## src/rtl/seq_controller_pkg.sv

```systemverilog
// Shared definitions for the instruction sequencer.
// Holds the opcode values, the eight phase encodings, the run/halted state
// encoding, the packed strobe bundle produced by the decoder, and the
// ALU-class membership test.
package cpu_pkg;

  localparam logic [2:0] OP_HLT = 3'd0;
  localparam logic [2:0] OP_SKZ = 3'd1;
  localparam logic [2:0] OP_ADD = 3'd2;
  localparam logic [2:0] OP_AND = 3'd3;
  localparam logic [2:0] OP_XOR = 3'd4;
  localparam logic [2:0] OP_LDA = 3'd5;
  localparam logic [2:0] OP_STO = 3'd6;
  localparam logic [2:0] OP_JMP = 3'd7;

  localparam logic [2:0] PH_INST_ADDR  = 3'd0;
  localparam logic [2:0] PH_INST_FETCH = 3'd1;
  localparam logic [2:0] PH_INST_LOAD  = 3'd2;
  localparam logic [2:0] PH_IDLE       = 3'd3;
  localparam logic [2:0] PH_OP_ADDR    = 3'd4;
  localparam logic [2:0] PH_OP_FETCH   = 3'd5;
  localparam logic [2:0] PH_ALU_OP     = 3'd6;
  localparam logic [2:0] PH_STORE      = 3'd7;

  typedef enum logic {
    ST_RUN     = 1'b0,
    ST_HALTED  = 1'b1
  } state_t;

  typedef struct packed {
    logic sel;
    logic rd;
    logic ld_ir;
    logic inc_pc;
    logic ld_pc;
    logic ld_ac;
    logic wr;
    logic data_e;
    logic halt;
  } strobes_t;

  // Instructions that read an operand from memory into the accumulator path.
  function automatic logic is_aluop(input logic [2:0] op);
    return (op == OP_ADD) || (op == OP_AND) || (op == OP_XOR) || (op == OP_LDA);
  endfunction

endpackage

```

## src/rtl/seq_controller_if.sv

```systemverilog
// Bus bundle between the sequencer and the datapath.
//   en, opcode, zero      : run enable, IR opcode field, accumulator-zero flag
//   sel .. halt           : datapath control strobes
//   phase, instr_cnt      : debug phase and retired-instruction count
// slave  = sequencer side, master = datapath/stimulus side.
interface seq_controller_if #(
  parameter int CNT_W = 8
);
  logic             en;
  logic [2:0]       opcode;
  logic             zero;
  logic             sel;
  logic             rd;
  logic             ld_ir;
  logic             inc_pc;
  logic             ld_pc;
  logic             ld_ac;
  logic             wr;
  logic             data_e;
  logic             halt;
  logic [2:0]       phase;
  logic [CNT_W-1:0] instr_cnt;

  modport slave (
    input  en, opcode, zero,
    output sel, rd, ld_ir, inc_pc, ld_pc, ld_ac, wr, data_e, halt, phase, instr_cnt
  );

  modport master (
    output en, opcode, zero,
    input  sel, rd, ld_ir, inc_pc, ld_pc, ld_ac, wr, data_e, halt, phase, instr_cnt
  );
endinterface

```

## src/rtl/seq_decode.sv

```systemverilog
// Combinational strobe table of the sequencer.
// Inputs : phase, opcode, zero, halted, en
// Output : strobes (packed bundle of sel/rd/ld_ir/inc_pc/ld_pc/ld_ac/wr/data_e/halt)
module seq_decode
  import cpu_pkg::*;
(
  input  logic [2:0] phase,
  input  logic [2:0] opcode,
  input  logic       zero,
  input  logic       halted,
  input  logic       en,
  output strobes_t   strobes
);

  logic aluop;
  assign aluop = is_aluop(opcode);

  always_comb begin
    strobes = '0;
    if (halted) begin
      strobes.halt = 1'b1;
    end else begin
      case (phase)
        PH_INST_ADDR: begin
          strobes.sel = 1'b1;
        end
        PH_INST_FETCH: begin
          strobes.sel = 1'b1;
          strobes.rd  = 1'b1;
        end
        PH_INST_LOAD, PH_IDLE: begin
          strobes.sel   = 1'b1;
          strobes.rd    = 1'b1;
          strobes.ld_ir = 1'b1;
        end
        PH_OP_ADDR: begin
          strobes.inc_pc = (opcode != OP_HLT);
          strobes.halt   = (opcode == OP_HLT);
        end
        PH_OP_FETCH: begin
          strobes.rd = aluop;
        end
        PH_ALU_OP: begin
          strobes.rd     = aluop;
          strobes.inc_pc = (opcode == OP_SKZ) && zero;
          strobes.ld_pc  = (opcode == OP_JMP);
          strobes.data_e = (opcode == OP_STO);
        end
        default: begin  // PH_STORE
          strobes.rd     = aluop;
          strobes.ld_ac  = aluop;
          strobes.ld_pc  = (opcode == OP_JMP);
          strobes.wr     = (opcode == OP_STO);
          strobes.data_e = (opcode == OP_STO);
        end
      endcase
      // A stall suppresses every state-changing strobe; address, read and
      // bus-drive levels stay put so the memory interface stays stable.
      if (!en) begin
        strobes.ld_ir  = 1'b0;
        strobes.inc_pc = 1'b0;
        strobes.ld_pc  = 1'b0;
        strobes.ld_ac  = 1'b0;
        strobes.wr     = 1'b0;
      end
    end
  end

endmodule

```

## src/rtl/seq_controller.sv

```systemverilog
// Eight-phase instruction sequencer.
// Ports: clk, rst (synchronous, active-high), bus (slave modport carrying
// en/opcode/zero in and all strobes, phase and instr_cnt out).
// CNT_W must match the CNT_W of the connected interface instance.
module seq_controller
  import cpu_pkg::*;
#(
  parameter int CNT_W = 8
) (
  input  logic             clk,
  input  logic             rst,
  seq_controller_if.slave  bus
);

  state_t           state_reg, state_next;
  logic [2:0]       phase_reg, phase_next;
  logic [CNT_W-1:0] cnt_reg, cnt_next;
  strobes_t         strobes;

  // State register
  always_ff @(posedge clk) begin
    if (rst) begin
      state_reg <= ST_RUN;
      phase_reg <= PH_INST_ADDR;
      cnt_reg   <= '0;
    end else begin
      state_reg <= state_next;
      phase_reg <= phase_next;
      cnt_reg   <= cnt_next;
    end
  end

  // Next-state logic: HALTED is absorbing, RUN advances only while enabled.
  always_comb begin
    state_next = state_reg;
    phase_next = phase_reg;
    cnt_next   = cnt_reg;
    if (state_reg == ST_RUN && bus.en) begin
      if (phase_reg == PH_OP_ADDR && bus.opcode == OP_HLT) begin
        // phase parks at OP_ADDR so the debug port shows where it stopped
        state_next = ST_HALTED;
      end else begin
        phase_next = phase_reg + 3'd1;
      end
      if (phase_reg == PH_STORE) begin
        cnt_next = cnt_reg + CNT_W'(1);
      end
    end
  end

  // Output logic
  seq_decode u_decode (
    .phase   (phase_reg),
    .opcode  (bus.opcode),
    .zero    (bus.zero),
    .halted  (state_reg == ST_HALTED),
    .en      (bus.en),
    .strobes (strobes)
  );

  assign bus.sel       = strobes.sel;
  assign bus.rd        = strobes.rd;
  assign bus.ld_ir     = strobes.ld_ir;
  assign bus.inc_pc    = strobes.inc_pc;
  assign bus.ld_pc     = strobes.ld_pc;
  assign bus.ld_ac     = strobes.ld_ac;
  assign bus.wr        = strobes.wr;
  assign bus.data_e    = strobes.data_e;
  assign bus.halt      = strobes.halt;
  assign bus.phase     = phase_reg;
  assign bus.instr_cnt = cnt_reg;

endmodule

```

## src/flat_wrapper.sv

```systemverilog
// flat-port wrapper written by rule: the top's interface ports become plain ports
module seq_controller_flat import cpu_pkg::*;
#(
  parameter int CNT_W = 8
)
  (clk, rst, bus_en, bus_opcode, bus_zero, bus_sel, bus_rd, bus_ld_ir, bus_inc_pc, bus_ld_pc, bus_ld_ac, bus_wr, bus_data_e, bus_halt, bus_phase, bus_instr_cnt);
  seq_controller_if #(.CNT_W(CNT_W)) bus_i ();
  input  logic clk;
  input  logic rst;
  input wire logic [$bits(bus_i.en)-1:0] bus_en;
  input wire logic [$bits(bus_i.opcode)-1:0] bus_opcode;
  input wire logic [$bits(bus_i.zero)-1:0] bus_zero;
  output wire logic [$bits(bus_i.sel)-1:0] bus_sel;
  output wire logic [$bits(bus_i.rd)-1:0] bus_rd;
  output wire logic [$bits(bus_i.ld_ir)-1:0] bus_ld_ir;
  output wire logic [$bits(bus_i.inc_pc)-1:0] bus_inc_pc;
  output wire logic [$bits(bus_i.ld_pc)-1:0] bus_ld_pc;
  output wire logic [$bits(bus_i.ld_ac)-1:0] bus_ld_ac;
  output wire logic [$bits(bus_i.wr)-1:0] bus_wr;
  output wire logic [$bits(bus_i.data_e)-1:0] bus_data_e;
  output wire logic [$bits(bus_i.halt)-1:0] bus_halt;
  output wire logic [$bits(bus_i.phase)-1:0] bus_phase;
  output wire logic [$bits(bus_i.instr_cnt)-1:0] bus_instr_cnt;
  assign bus_i.en = bus_en;
  assign bus_i.opcode = bus_opcode;
  assign bus_i.zero = bus_zero;
  assign bus_sel = bus_i.sel;
  assign bus_rd = bus_i.rd;
  assign bus_ld_ir = bus_i.ld_ir;
  assign bus_inc_pc = bus_i.inc_pc;
  assign bus_ld_pc = bus_i.ld_pc;
  assign bus_ld_ac = bus_i.ld_ac;
  assign bus_wr = bus_i.wr;
  assign bus_data_e = bus_i.data_e;
  assign bus_halt = bus_i.halt;
  assign bus_phase = bus_i.phase;
  assign bus_instr_cnt = bus_i.instr_cnt;
  seq_controller #(.CNT_W(CNT_W)) u_core (.clk(clk), .rst(rst), .bus(bus_i));
endmodule
```

## config.mk

```make
export PLATFORM = sky130hd
export DESIGN_NAME = seq_controller_flat
export DESIGN_NICKNAME = d
export VERILOG_FILES = /design/src/rtl/seq_controller_pkg.sv /design/src/rtl/seq_controller_if.sv /design/src/rtl/seq_decode.sv /design/src/rtl/seq_controller.sv /design/src/flat_wrapper.sv
export SDC_FILE = /design/constraint.sdc
export NUM_CORES = 1
export LEC_CHECK = 0
export ABC_CLOCK_PERIOD_IN_PS = 2600
export BUFFER_PORTS_ARGS = -buffer_cell sky130_fd_sc_hd__buf_2
export CORE_MARGIN = 2
export CORE_UTILIZATION = 50
export CTS_BUF_LIST = sky130_fd_sc_hd__clkbuf_16
export DETAILED_ROUTE_END_ITERATION = 8
export HOLD_SLACK_MARGIN = 0.03
export PLACE_DENSITY = 0.83
export REMOVE_ABC_BUFFERS = 1
export SETUP_SLACK_MARGIN = 0.15
export SLEW_MARGIN = 30
export SYNTH_ARGS = -nofsm -noshare
export SYNTH_HDL_FRONTEND = slang
export SYNTH_HIERARCHICAL = 1
export SYNTH_SLANG_ARGS = --single-unit
```

## constraint.sdc

```tcl
create_clock -name clk -period 2.6 [get_ports clk]
set_input_delay 0.78 -clock clk [delete_from_list [all_inputs] [get_ports clk]]
set_output_delay 0.78 -clock clk [all_outputs]
set_load 0.02 [all_outputs]
```

# Yosys cells after proc, flatten, opt, wreduce, memory -nomap -nowiden
# Index checks and enable logic that the tools add are counted.
[totals]
reg_bits = 12
input_bits = 7
output_inout_bits = 20
wordCells = 50
[op_classes]
n_addsub = 2
eq_ne = 14
n_mux = 11
n_bitwise = 2
n_reduce_logical = 18
[op_table]
columns = ["op", "n"]
rows = [
  ["3-bit == test (second input constant)", 8],
  ["3-bit by 2-bit == test with 1-bit output (second input constant)", 4],
  ["8-bit by 1-bit adder with 8-bit output (second input constant)", 1],
  ["8-bit two-way mux", 1],
  ["7-bit OR reduction", 1],
  ["3-bit by 1-bit == test with 1-bit output (second input constant)", 2],
  ["3-bit zero test", 2],
  ["1-bit two-way mux", 6],
  ["2-bit AND reduction", 3],
  ["6-bit OR reduction", 1],
  ["5-bit two-way mux", 1],
  ["1-bit case mux with 2 select lines", 2],
  ["2-bit OR reduction", 2],
  ["4-bit OR reduction", 1],
  ["3-bit by 1-bit adder with 3-bit output (second input constant)", 1],
  ["1-bit logical AND", 3],
  ["1-bit logical OR", 3],
  ["3-bit nonzero test", 1],
  ["3-bit OR reduction", 1],
  ["2-bit two-way mux", 1],
  ["1-bit NOT", 2],
]

# Longest topological paths before layout
[depth]
depth_word = 7
depth_mapped = 5
mapped_depth_nobuf = 5

# Modules after synthesis
# Netlist, hierarchy kept.
[modules_own_cells]
columns = ["mod", "n_inst", "cells_each", "area_per_inst_um2", "seq_area_each_um2"]
rows = [
  ["seq_controller", 1, 63, 583.1, 240.2],
  ["seq_decode", 1, 19, 125.1, 0.0],
]

# Worst setup path after synthesis
# OpenSTA, ideal clock, no wires.
[synth_timing]
kind = "in2out"
startpoint = "in bus_opcode[1]"
endpoint = "out bus_inc_pc"
t_arrival_ps = 1796
required_time_ps = 1820
path_slack_ps = 24
path_stages = 2
n_path_buf = 0
path_cell_list = "or3b_1 a2111oi_2"
[synth_via]
elab_chain_len = 5
elab_cells_between_ends = 6
classes_between = "eq/ne (1); mux (3); reduce/logical (2)"
[synth_rtl]
columns = ["item", "line", "text"]
rows = [
  ["start: declaration", "flat_wrapper.sv:11", "input wire logic [$bits(bus_i.opcode)-1:0] bus_opcode;"],
  ["3-bit by 1-bit == test with 1-bit output", "seq_decode.sv:45", "strobes.inc_pc = (opcode == OP_SKZ) && zero;"],
  ["1-bit logical AND", "seq_decode.sv:45", ""],
  ["1-bit case mux with 2 select lines *", "seq_decode.sv:23", "case (phase)"],
  ["5-bit two-way mux *", "seq_decode.sv:59", "if (!en) begin"],
  ["8-bit two-way mux *", "seq_decode.sv:20", "if (halted) begin"],
  ["end: declaration", "flat_wrapper.sv:16", "output wire logic [$bits(bus_i.inc_pc)-1:0] bus_inc_pc;"],
]
# Mark *: on every way between the ends. The rest lies on a longest branch, timed or not.

# Worst setup path in the final report
# Ends and elaborated chain as after synthesis.

==> results.sh <==
export IMPL_cts_path_max_buffers=2
export IMPL_fin_area_sq_um=966
export IMPL_crit_buf_inv=2
export IMPL_pwr_share_clk_pct=49.9
export IMPL_p_int_uw=418
export IMPL_cp_top_family="simple AND/OR/NAND/NOR gates"
export IMPL_syn_inst=82
export IMPL_power_frac_seq_pct=36.7
export IMPL_start_util_pct=53.8
export IMPL_period_share_pct=99.0
export IMPL_layout_nets=125
export IMPL_via_count=751
export IMPL_final_common_cell="buf_2"
export IMPL_core_sq_um=1320
export IMPL_synthTopCellsByArea="dfxtp_1, ha_1, nor2_1, a21oi_1, a211oi_1"
export IMPL_tritoncts="built"
export IMPL_clock_fmax_mhz=388
export IMPL_slew_violations=0
export IMPL_synth_top_area_share_pct=33.9
export IMPL_max_slew_margin_rel_pct=70.5
export IMPL_die_h_um=41.6
export IMPL_die_x_um=41.6
export IMPL_hold_buffers=0
export IMPL_top_level_ports=27
export IMPL_grt_usage_pct=21.6
export IMPL_total_power_uw=545
export IMPL_required_ps=1820
export IMPL_diodes=0
export IMPL_cts_buffers=3
export IMPL_outcome="completed"
export IMPL_drtPass1Iterations=4
export IMPL_htreeDepth=1
export IMPL_clkTransAtPathRegs_ps=40
export IMPL_peakVddDrop_mv=0.512
export IMPL_largest_reg_flops=8
export IMPL_syn_area_sq_um=708
export IMPL_ys_seq_area_share_pct=33.9
export IMPL_hpwl_um=1250
export IMPL_area_growth_syn_to_layout_pct=36.4
export IMPL_antenna_found_initial=0
export IMPL_postRouteAntennaNets=0
export IMPL_end_kind="output port"
export IMPL_grt_pass1_wl_um=2860
export IMPL_drt_total_wl_um=1790
export IMPL_use_met2_pct=32.5
export IMPL_place_area_sq_um=868
export IMPL_crit_path_max_fanout=2
export IMPL_rows=13
export IMPL_rsz0062_at_grt="yes"
export IMPL_grt_max_degree=14
export IMPL_setup_viol=0
export IMPL_hold_path_class="reg -> reg"
export IMPL_port_buffers=26
export IMPL_crit_type="in -> out"
export IMPL_cp_cell_sequence="buf_2, or3b_4, a2111oi_4, buf_4"
export IMPL_clk_latency_ps=240
export IMPL_critical_path_arrival_ps=1790
export IMPL_final_cell_mix="buf_2, dfxtp_1, nor2_1"
export IMPL_routed_via_density=5.91
export IMPL_drc=0
export IMPL_hold_viol=0
export IMPL_yosys_register_bits=12
export IMPL_first_iter_violations=19
export IMPL_design_die_area_sq_um=1730
export IMPL_syn_avg_cell_area_sq_um=8.64
export IMPL_cts_num_sinks=12
export IMPL_clock_skew_final_ps=1.24
export IMPL_p_sw_uw=127
export IMPL_grt_util_met3_pct=8.26
export IMPL_finish_utilization_pct=73.3
export IMPL_use_met1_pct=27.4
export IMPL_synth_top_area_cell="dfxtp_1"
export IMPL_busiest_layer="met2"
export IMPL_gp_congestion=0.759
export IMPL_cp_slowest_cell="or3b_4"
export IMPL_drive_above_1_share_pct=34.8
export IMPL_p_leak_uw=0.000425
export IMPL_tightest_slew_ps=437
export IMPL_first_global_vias=664
export IMPL_period_needed_ps=2570
export IMPL_startpoint_type="input port"
export IMPL_avgRoutedWirePerCell_um=14.1
export IMPL_grt_ovfl_total=0
export IMPL_cap_viol_max_count=0
export IMPL_cp_slowest_stage_delay_ps=410
export IMPL_p_comb_share_pct=13.4
export IMPL_cts_root_buf="clkbuf_16"
export IMPL_yosysUniqueCellTypes=33
export IMPL_p_sw_share_pct=23.3
export IMPL_cellPowerDensity_nw_per_um2=565
export IMPL_yosys_warnings=6
-- path summary, 6_finish.rpt --
path	start	end	slack [ps]	cells after the start
worst max-delay path	bus_opcode[1]	bus_inc_pc	30	4
worst min register to register	u_core/bus.instr_cnt[7]	u_core/bus.instr_cnt[7]	480	2
worst min-delay path	u_core/bus.instr_cnt[7]	u_core/bus.instr_cnt[7]	480	2
worst max register to register	u_core/bus.phase[1]	u_core/bus.instr_cnt[4]	690	5
-- power groups by stage --
| stage | sequential [uW] | combinational (uW) | clock (uW) |
|---|---|---|---|
| detailed placement | 203 | 68.0 | 0 |
| finish | 200 | 72.9 | 272 |
| floorplan | 205 | 35.4 | 0 |
| global route | 201 | 79.7 | 284 |
| CTS | 200 | 72.2 | 279 |
| global placement | 202 | 66.1 | 0 |
-- cells in the mapped netlist --
master     instances
xor2_1             1
nor2_1             9
a211oi_1           3
xnor2_1            2
nor4b_2            1
or2_2              1
clkbuf_1           1
dfxtp_1           12
nand3_1            4
nand2_1            4
inv_1              6
or4_1              3
a2111oi_2          1
nand4_1            1
nor3b_1            1
mux2_2             1
o31ai_1            3
nor4_1             1
nand3b_2           1
a21oi_1            5
or3_1              1
ha_1               4
o21ai_0            1
a31o_2             1
nand4b_1           2
o311ai_0           1
nor3_1             2
and3_1             1
or3b_1             1
mux2i_1            2
nand2b_1           3
o41ai_1            1
a31oi_1            1
-- layout make-up --
cell class,instances,area [sq um]
tap,15,18.8
timing repair buffer,28,148
clock buffer,3,75.1
inverter,6,22.5
multi-input combinational,63,462
fill,105,352
sequential,12,240
-- metal layers --
layer / up-vias / routed length (um)
met2: 24 / 896
met5: - / 0
li1: 368 / -
met1: 357 / 785
met3: 2 / 91
met4: 0 / 14
-- per-stage QoR --
stage          setup slack [ps]  TNS [ps]  hold WS (ps)  std cells
6_report                   25.4         0           482        127
5_1_grt                    15.6         0           485        127
4_1_cts                    46.8         0           481        127
3_5_place_dp              -44.7     -44.7           473        124
3_3_place_gp               3.51         0           460        124
2_1_floorplan              24.2         0           542         81
-- worst min-delay path, delay by kind of cell, from the launching register on --
| family | cells | cell delay (ps) |
|---|---|---|
| AO/OA/AOI/OAI | 2 | 120 |
| flip-flops | 1 | 310 |
-- logic make-up (layout without fill, tap and decap cells) --
family / after synthesis / count (layout) / synth area share, %
xor+xnor: 3 / 3 / 3.71
flops: 12 / 12 / 33.9
mux: 3 / 3 / 4.42
buf+inv: 7 / 37 / 3.71
compound gates: 17 / 17 / 17.3
simple gates: 36 / 36 / 29.9
fa+ha+maj: 4 / 4 / 7.07
-- what timing repair did --
item / 4_1_cts / 5_1_grt
cloned: 0 / 0
hold endpoints to repair: 0 / 0
setup buffers: 0 / 0
pin swaps: 1 / 0
endpoints found under the setup margin: 2 / 1
resized for setup: 4 / 0
(Power assumes the default switching activity.)
